## config.mk

```make
export PLATFORM = sky130hd
export DESIGN_NAME = display_scan_controller
export DESIGN_NICKNAME = d
export VERILOG_FILES = /design/src/rtl/display_scan_controller.sv
export SDC_FILE = /design/constraint.sdc
export NUM_CORES = 1
export LEC_CHECK = 0
export ABC_AREA = 0
export ABC_CLOCK_PERIOD_IN_PS = 1900
export CAP_MARGIN = 10
export CORE_ASPECT_RATIO = 0.5
export CORE_UTILIZATION = 57
export CTS_CLUSTER_DIAMETER = 60
export DETAILED_ROUTE_END_ITERATION = 10
export PLACE_DENSITY_LB_ADDON = 0.3
export SKIP_LAST_GASP = 1
export SLEW_MARGIN = 10
export SYNTH_ARGS = -nofsm -noshare
export SYNTH_HDL_FRONTEND = slang
export SYNTH_SLANG_ARGS = --single-unit
```

## constraint.sdc

```tcl
create_clock -name clock -period 1.9 [get_ports clock]
set_clock_uncertainty 0.15 [all_clocks]
set_input_delay 0.285 -clock clock [delete_from_list [all_inputs] [get_ports clock]]
set_output_delay 0.285 -clock clock [all_outputs]
set_load 0.02 [all_outputs]
```

## src/rtl/display_scan_controller.sv

```systemverilog
// Binary-to-BCD converter (shift-add-3) feeding a free-running three-place digit scanner
// with leading-zero blanking. Optional macro GHOST_GUARD_EN blanks the start of every dwell.
module display_scan_controller #(
  parameter int DWELL_CYCLES = 1000,
  parameter int GUARD_CYCLES = 16
) (
  input  logic       clock,
  input  logic       reset_n,
  input  logic [7:0] in_value,
  input  logic       in_valid,
  output logic       in_ready,
  output logic       busy,
  output logic [3:0] digit,
  output logic [1:0] digit_place,
  output logic [2:0] digit_enable,
  output logic       blank
);

  localparam int CW = (DWELL_CYCLES > 1) ? $clog2(DWELL_CYCLES) : 1;
  localparam logic [CW-1:0] CNT_LAST = CW'(DWELL_CYCLES - 1);

  typedef enum logic [1:0] {IDLE, CONVERT, COMMIT} state_t;

  state_t        state_q, state_d;
  logic [7:0]    shift_q, shift_d;
  logic [11:0]   scratch_q, scratch_d;
  logic [11:0]   adjusted;
  logic [2:0]    iter_q, iter_d;
  logic [11:0]   buffer_q, buffer_d;

  logic [CW-1:0] cnt_q, cnt_d;
  logic [1:0]    place_q, place_d;
  logic [3:0]    digit_q, digit_d;
  logic [2:0]    enable_q, enable_d;
  logic          blank_q, blank_d;

  logic [1:0]    next_place;
  logic [3:0]    next_nibble;
  logic          next_blank;
  logic          wrap;

  // Converter: each CONVERT cycle corrects nibbles >= 5 before the combined left shift.
  always_comb begin
    state_d   = state_q;
    shift_d   = shift_q;
    scratch_d = scratch_q;
    iter_d    = iter_q;
    buffer_d  = buffer_q;
    adjusted  = scratch_q;
    for (int i = 0; i < 3; i++) begin
      if (scratch_q[4*i +: 4] >= 4'd5) begin
        adjusted[4*i +: 4] = scratch_q[4*i +: 4] + 4'd3;
      end
    end
    unique case (state_q)
      IDLE: begin
        if (in_valid) begin
          shift_d   = in_value;
          scratch_d = '0;
          iter_d    = '0;
          state_d   = CONVERT;
        end
      end
      CONVERT: begin
        {scratch_d, shift_d} = {adjusted, shift_q} << 1;
        iter_d = iter_q + 3'd1;
        if (iter_q == 3'd7) begin
          state_d = COMMIT;
        end
      end
      COMMIT: begin
        buffer_d = scratch_q;
        state_d  = IDLE;
      end
      default: state_d = IDLE;
    endcase
  end

  always_comb begin
    wrap        = (cnt_q == CNT_LAST);
    cnt_d       = wrap ? '0 : cnt_q + CW'(1);
    next_place  = (place_q == 2'd2) ? 2'd0 : place_q + 2'd1;
    next_nibble = 4'd0;
    next_blank  = 1'b0;
    case (next_place)
      2'd2: begin
        next_nibble = buffer_q[11:8];
        next_blank  = (buffer_q[11:8] == 4'd0);
      end
      2'd1: begin
        next_nibble = buffer_q[7:4];
        next_blank  = (buffer_q[11:4] == 8'd0);
      end
      default: begin
        next_nibble = buffer_q[3:0];
        next_blank  = 1'b0;
      end
    endcase
    place_d  = place_q;
    digit_d  = digit_q;
    enable_d = enable_q;
    blank_d  = blank_q;
    // Buffer snapshot is taken only here, so a mid-dwell commit appears at the next place.
    if (wrap) begin
      place_d  = next_place;
      blank_d  = next_blank;
      digit_d  = next_blank ? 4'd0 : next_nibble;
      enable_d = next_blank ? 3'b000 : (3'b001 << next_place);
    end
  end

  always_ff @(posedge clock or negedge reset_n) begin
    if (!reset_n) begin
      state_q   <= IDLE;
      shift_q   <= '0;
      scratch_q <= '0;
      iter_q    <= '0;
      buffer_q  <= '0;
      cnt_q     <= '0;
      place_q   <= 2'd0;
      digit_q   <= 4'd0;
      enable_q  <= 3'b001;
      blank_q   <= 1'b0;
    end else begin
      state_q   <= state_d;
      shift_q   <= shift_d;
      scratch_q <= scratch_d;
      iter_q    <= iter_d;
      buffer_q  <= buffer_d;
      cnt_q     <= cnt_d;
      place_q   <= place_d;
      digit_q   <= digit_d;
      enable_q  <= enable_d;
      blank_q   <= blank_d;
    end
  end

  assign in_ready    = (state_q == IDLE);
  assign busy        = (state_q != IDLE);
  assign digit       = digit_q;
  assign digit_place = place_q;

`ifdef GHOST_GUARD_EN
  logic guard;
  assign guard        = (cnt_q < CW'(GUARD_CYCLES));
  assign digit_enable = guard ? 3'b000 : enable_q;
  assign blank        = guard ? 1'b1 : blank_q;
`else
  assign digit_enable = enable_q;
  assign blank        = blank_q;
`endif

endmodule

```

# Word level (Yosys, flattened, before mapping)
# Cells that the tools add are included.
op_classes:
  n_addsub: 6
  magnitude_cmp: 3
  n_eq_ne: 9
  n_shift: 1
  n_mux: 18
  n_reduce_logical: 7
ops:
  columns: ["cell", "count"]
  rows:
  - ["12-bit case mux with 2 select lines", 1]
  - ["8-bit case mux with 2 select lines", 1]
  - ["4-bit by 3-bit greater-or-equal comparator with 1-bit output (second input constant)", 3]
  - ["12-bit 2-to-1 mux", 1]
  - ["4-bit 2-to-1 mux", 3]
  - ["10-bit by 1-bit adder with 10-bit output (second input constant)", 1]
  - ["10-bit equality test (second input constant)", 1]
  - ["10-bit 2-to-1 mux", 1]
  - ["3-bit 2-to-1 mux", 3]
  - ["4-bit by 2-bit adder with 4-bit output (second input constant)", 2]
  - ["8-bit logical NOT", 1]
  - ["8-bit 2-to-1 mux", 1]
  - ["4-bit case mux with 2 select lines", 1]
  - ["2-bit equality test (second input constant)", 3]
  - ["2-bit 2-to-1 mux", 3]
  - ["3-bit case mux with 2 select lines", 1]
  - ["2-bit by 1-bit equality test with 1-bit output (second input constant)", 2]
  - ["4-bit logical NOT", 1]
  - ["2-bit inequality test (second input constant)", 2]
  - ["2-bit case mux with 2 select lines", 1]
  - ["2-bit AND reduction", 2]
  - ["2-bit nonzero test", 2]
  - ["3-bit by 1-bit adder with 3-bit output (second input constant)", 1]
  - ["3-bit by 2-bit adder with 3-bit output (second input constant)", 1]
  - ["5 further kinds", 5]
totals:
  regBits: 57
  input_bits: 11
  output_inout_bits: 12
  elab_cells: 54

# Longest topological paths before layout
logic_depth:
  word_depth: 5
  depth_mapped: 6
  depth_no_buf: 6

# Worst setup path after synthesis
# No wires, ideal clock.
synth_timing:
  path_type: "register -> register"
  start: "register cnt_q[0]"
  end: "register enable_q[1] (netlist: digit_enable[1])"
  setup_time_ps: 136
  arrival_ps: 1478
  required_ps: 1614
  setup_slack_ps: 136
  path_stages_with_launch: 7
  n_path_buf: 1
  period_less_slack_ps: 1764
  cell_sequence: "dfrtp_1 > ha_1 > nand3_1 > or3_4 > buf_2 > nand2_1 > o31ai_1"
synth_between:
  elab_chain_len: 1
synth_lines:
  columns: ["element", "line", "rtl"]
  rows:
  - ["start: declaration", "31", "logic [CW-1:0] cnt_q, cnt_d;"]
  - ["start signal: assignment", "130", "cnt_q <= cnt_d;"]
  - ["10-bit equality test", "80", "wrap = (cnt_q == CNT_LAST);"]
  - ["end signal: assignment", "133", "enable_q <= enable_d;"]
  - ["end: declaration", "34", "logic [2:0] enable_q, enable_d;"]
# Every way passes these cells.
# A chain may end at the register's enable or synchronous reset.

# Worst setup path after layout
layout_timing:
  start: "register cnt_q[0]"
  end: "register digit_q[2] (netlist: digit[2])"
layout_between:
  elab_chain_len: 1
layout_lines:
  columns: ["element", "line", "rtl"]
  rows:
  - ["10-bit equality test", "80", null]
  - ["end signal: assignment", "132", "digit_q <= digit_d;"]
  - ["end: declaration", "33", "logic [3:0] digit_q, digit_d;"]
# Every way passes these cells.

==> flow_metrics.env <==
export IMPL_outcome="finished clean"
export IMPL_cts_tree="yes"
export IMPL_p_clk_share_pct=24.4
export IMPL_switching_share_pct=33.3
export IMPL_seq_area_mm2=0.00143
export IMPL_critPathCaptureType="register"
export IMPL_grt_overflow=0
export IMPL_synthMostInstantiatedCell="dfrtp_1"
export IMPL_area_growth_synth_to_final_pct=19.6
export IMPL_cts_sinks=57
export IMPL_synth_xor_area_share_pct=2.63
export IMPL_required_ps=1950
export IMPL_via_count=2015
export IMPL_vdd_drop_max_v=0.000636
export IMPL_route_detailed_drc=0
export IMPL_numCtsBuffers=9
export IMPL_pin_count=23
export IMPL_synth_compound_area_share_pct=13.7
export IMPL_rsz0062_at_grt="no"
export IMPL_syn_nets=286
export IMPL_vias_per_cell=5.57
export IMPL_slew_headroom_pct=60.6
export IMPL_ys_warnings_count=0
export IMPL_core_mm2=0.00445
export IMPL_power_density_mw_per_mm2=1240
export IMPL_grt_pass1_wl_mm=8.63
export IMPL_crit_fanout=11
export IMPL_p_leak_nw=1.45
export IMPL_grt_start_max_net_pins=35
export IMPL_clk_pin_slew_ps=60
export IMPL_dieWidth_um=98.8
export IMPL_synth_seq_cells=57
export IMPL_cts_buffer_depth=2
export IMPL_htree_levels=3
export IMPL_synth_ff_type="dfrtp_1"
export IMPL_synthTopCellsByArea="dfrtp_1 (53%), nand2_1 (6.2%), o21ai_0 (5.4%)"
export IMPL_yosysUniqueCellTypes=36
export IMPL_combPwrFrac_pct=31.3
export IMPL_synth_edf_count=0
export IMPL_grt_pass1_vias=1913
export IMPL_syn_inst=266
export IMPL_worstPathCellList="ha_1 > nand3_1 > or3_4 > buf_4 > nand2_1 > o21ai_1"
export IMPL_netlist_area_mm2=0.00267
export IMPL_drt_total_wl_mm=5.04
export IMPL_avgSynthCellArea_um2=10.0
export IMPL_post_drt_wl_per_cell_um=13.9
export IMPL_fillCellCount=311
export IMPL_startpoint_type="register"
export IMPL_antenna_cells=0
export IMPL_crit_slowest_cell="or3_4"
export IMPL_finalMaxSlewViolations=0
export IMPL_slowest_delay_ps=430
export IMPL_grt_use_total_pct=23.6
export IMPL_min_period_ps=1790
export IMPL_io_buffers=22
export IMPL_ys_top_cells_by_count="dfrtp_1 (56), nand2_1 (44), o21ai_0 (29)"
export IMPL_hold_violations=0
export IMPL_whs_ps=323
export IMPL_synthMuxAreaShare_pct=5.20
export IMPL_period_share_pct=94.0
export IMPL_maxCapViolations=0
export IMPL_synth_top_family_by_area="simple AND/OR/NAND/NOR gates"
export IMPL_cp_arrival_ps=1840
export IMPL_postCtsSetupBuffers=0
export IMPL_multiInputGateArea_mm2=0.00116
export IMPL_synth_largest_area_cell="dfrtp_1"
export IMPL_worstMarginPinSlew_ps=591
export IMPL_internal_power_mw=2.63
export IMPL_yosysTopAreaCellShare_pct=52.5
export IMPL_initial_core_util_pct=60.0
export IMPL_root_buffer="clkbuf_8"
export IMPL_nNetsFinal=320
export IMPL_dp_hpwl_mm=3.61
export IMPL_first_pass_iters=4
export IMPL_antenna_found_initial=0
export IMPL_fmax_mhz=560
export IMPL_power_switching_mw=1.31
export IMPL_drt_iter0_markers=78
export IMPL_insertion_delay_ps=330
export IMPL_gp_congestion=0.835
export IMPL_synth_adder_area_share_pct=4.22
export IMPL_fp_dieArea_mm2=0.00498
export IMPL_ant_nets=0
export IMPL_layout_drive_gt1_share_pct=12.5
export IMPL_row_count=17
export IMPL_seq_power_share_pct=44.3
export IMPL_ys_seq_area_share_pct=53.5
export IMPL_synth_simple_gate_area_share_pct=17.7
export IMPL_fin_setup_tns_ps=0
export IMPL_synthArstFlopShare_pct=100
export IMPL_die_h_um=50.4
export IMPL_finalSetupViolCount=0
export IMPL_critical_path_class="register to register"
export IMPL_hp_class="register to register"
[cell families (layout without fill, tap and decap cells)]
family / count (synthesis) / in the layout
AND/OR/NAND/NOR: 92 / 92
XOR/XNOR: 8 / 8
multiplexers: 13 / 13
adder cells (fa/ha/maj): 9 / 9
flip-flops: 57 / 57
AO/OA/AOI/OAI: 66 / 66
buffers and inverters: 21 / 60
[per-stage QoR]
step / utilization (%) / total power [mW] / cell area [um2] / setup slack (ps) / instances
6_report: 71.8 / 3.94 / 3190 / 113 / 362
5_1_grt: 71.8 / 4.24 / 3190 / 6.87 / 362
4_1_cts: 71.7 / 3.98 / 3190 / 22.3 / 362
3_5_place_dp: 67.7 / 3.01 / 3010 / 108 / 345
3_3_place_gp: 67.7 / 2.92 / 3010 / 207 / 345
2_1_floorplan: - / 2.62 / 2670 / 136 / 266
[final timing paths]
kind                                  from         endpoint  cells after the start  slack [ps]
setup / recovery                  cnt_q[0]         digit[2]                      6         110
hold / removal             digit_enable[0]  digit_enable[0]                      2         320
setup reg to reg                  cnt_q[0]         digit[2]                      6         110
hold reg to reg            digit_enable[0]  digit_enable[0]                      2         320
max in group asynchronous          reset_n      buffer_q[7]                      3         690
min in group asynchronous          reset_n   digit_place[0]                      2         340
[critical path, delay by kind of cell, from the launching register on]
kind / cells / cell delay (ps)
fa+ha+maj: 1 / 240
compound gates: 1 / 70
buf+inv: 1 / 180
flops: 1 / 390
simple gates: 3 / 640
[power by group through the flow]
stage	clock [mW]	combinational [mW]	sequential, mW
after floorplan	0	0.925	1.69
after global placement	0	1.18	1.74
after detailed placement	0	1.25	1.76
after CTS	0.991	1.25	1.74
after global routing	1.06	1.40	1.78
final	0.964	1.23	1.75
[area by class of cell]
class,instances,share of cell area (%)
clock buffers,15,5.21
clock inverters,1,0.157
inverters,9,1.06
multi-input cells,188,36.4
flip-flops and latches,57,44.7
well taps,57,2.23
repair buffers,35,10.2
[cells in the final DEF (no fill, tap or decap), types with 5 or more instances in the layout]
cell and count:
a21oi_1 19, a22o_1 5, buf_4 11, clkbuf_8 11
clkdlybuf4s50_1 17, dfrtp_1 56, ha_1 9, inv_1 9
mux2_2 7, mux2i_1 6, nand2_1 44, nand2b_1 6
nand3_1 6, nor2_1 11, nor3b_1 6, o21ai_0 29
o21ai_1 6
[sequential cells by signal (all words and copies together) (netlist names)]
register,count
scratch_q,12
digit_place,2
digit,4
digit_enable,3
buffer_q,12
state_q,2
blank,1
cnt_q,10
shift_q,8
iter_q,3
[metal layers]
layer  part of all wire, %  track usage [%]
met3                   4.7             11.3
met4                   1.1             7.21
met5                     0                0
met1                    46             27.5
met2                    48             39.3
[repair_timing]
action | in CTS | in global routing
cloned | 0 | 0
hold endpoints to repair | 22 | 0
hold buffers | 1 | 0
gates resized for setup | 3 | 1
setup endpoints to repair | 3 | 1
pin swaps | 0 | 0
Note: power is estimated with default switching activity, not from simulation.
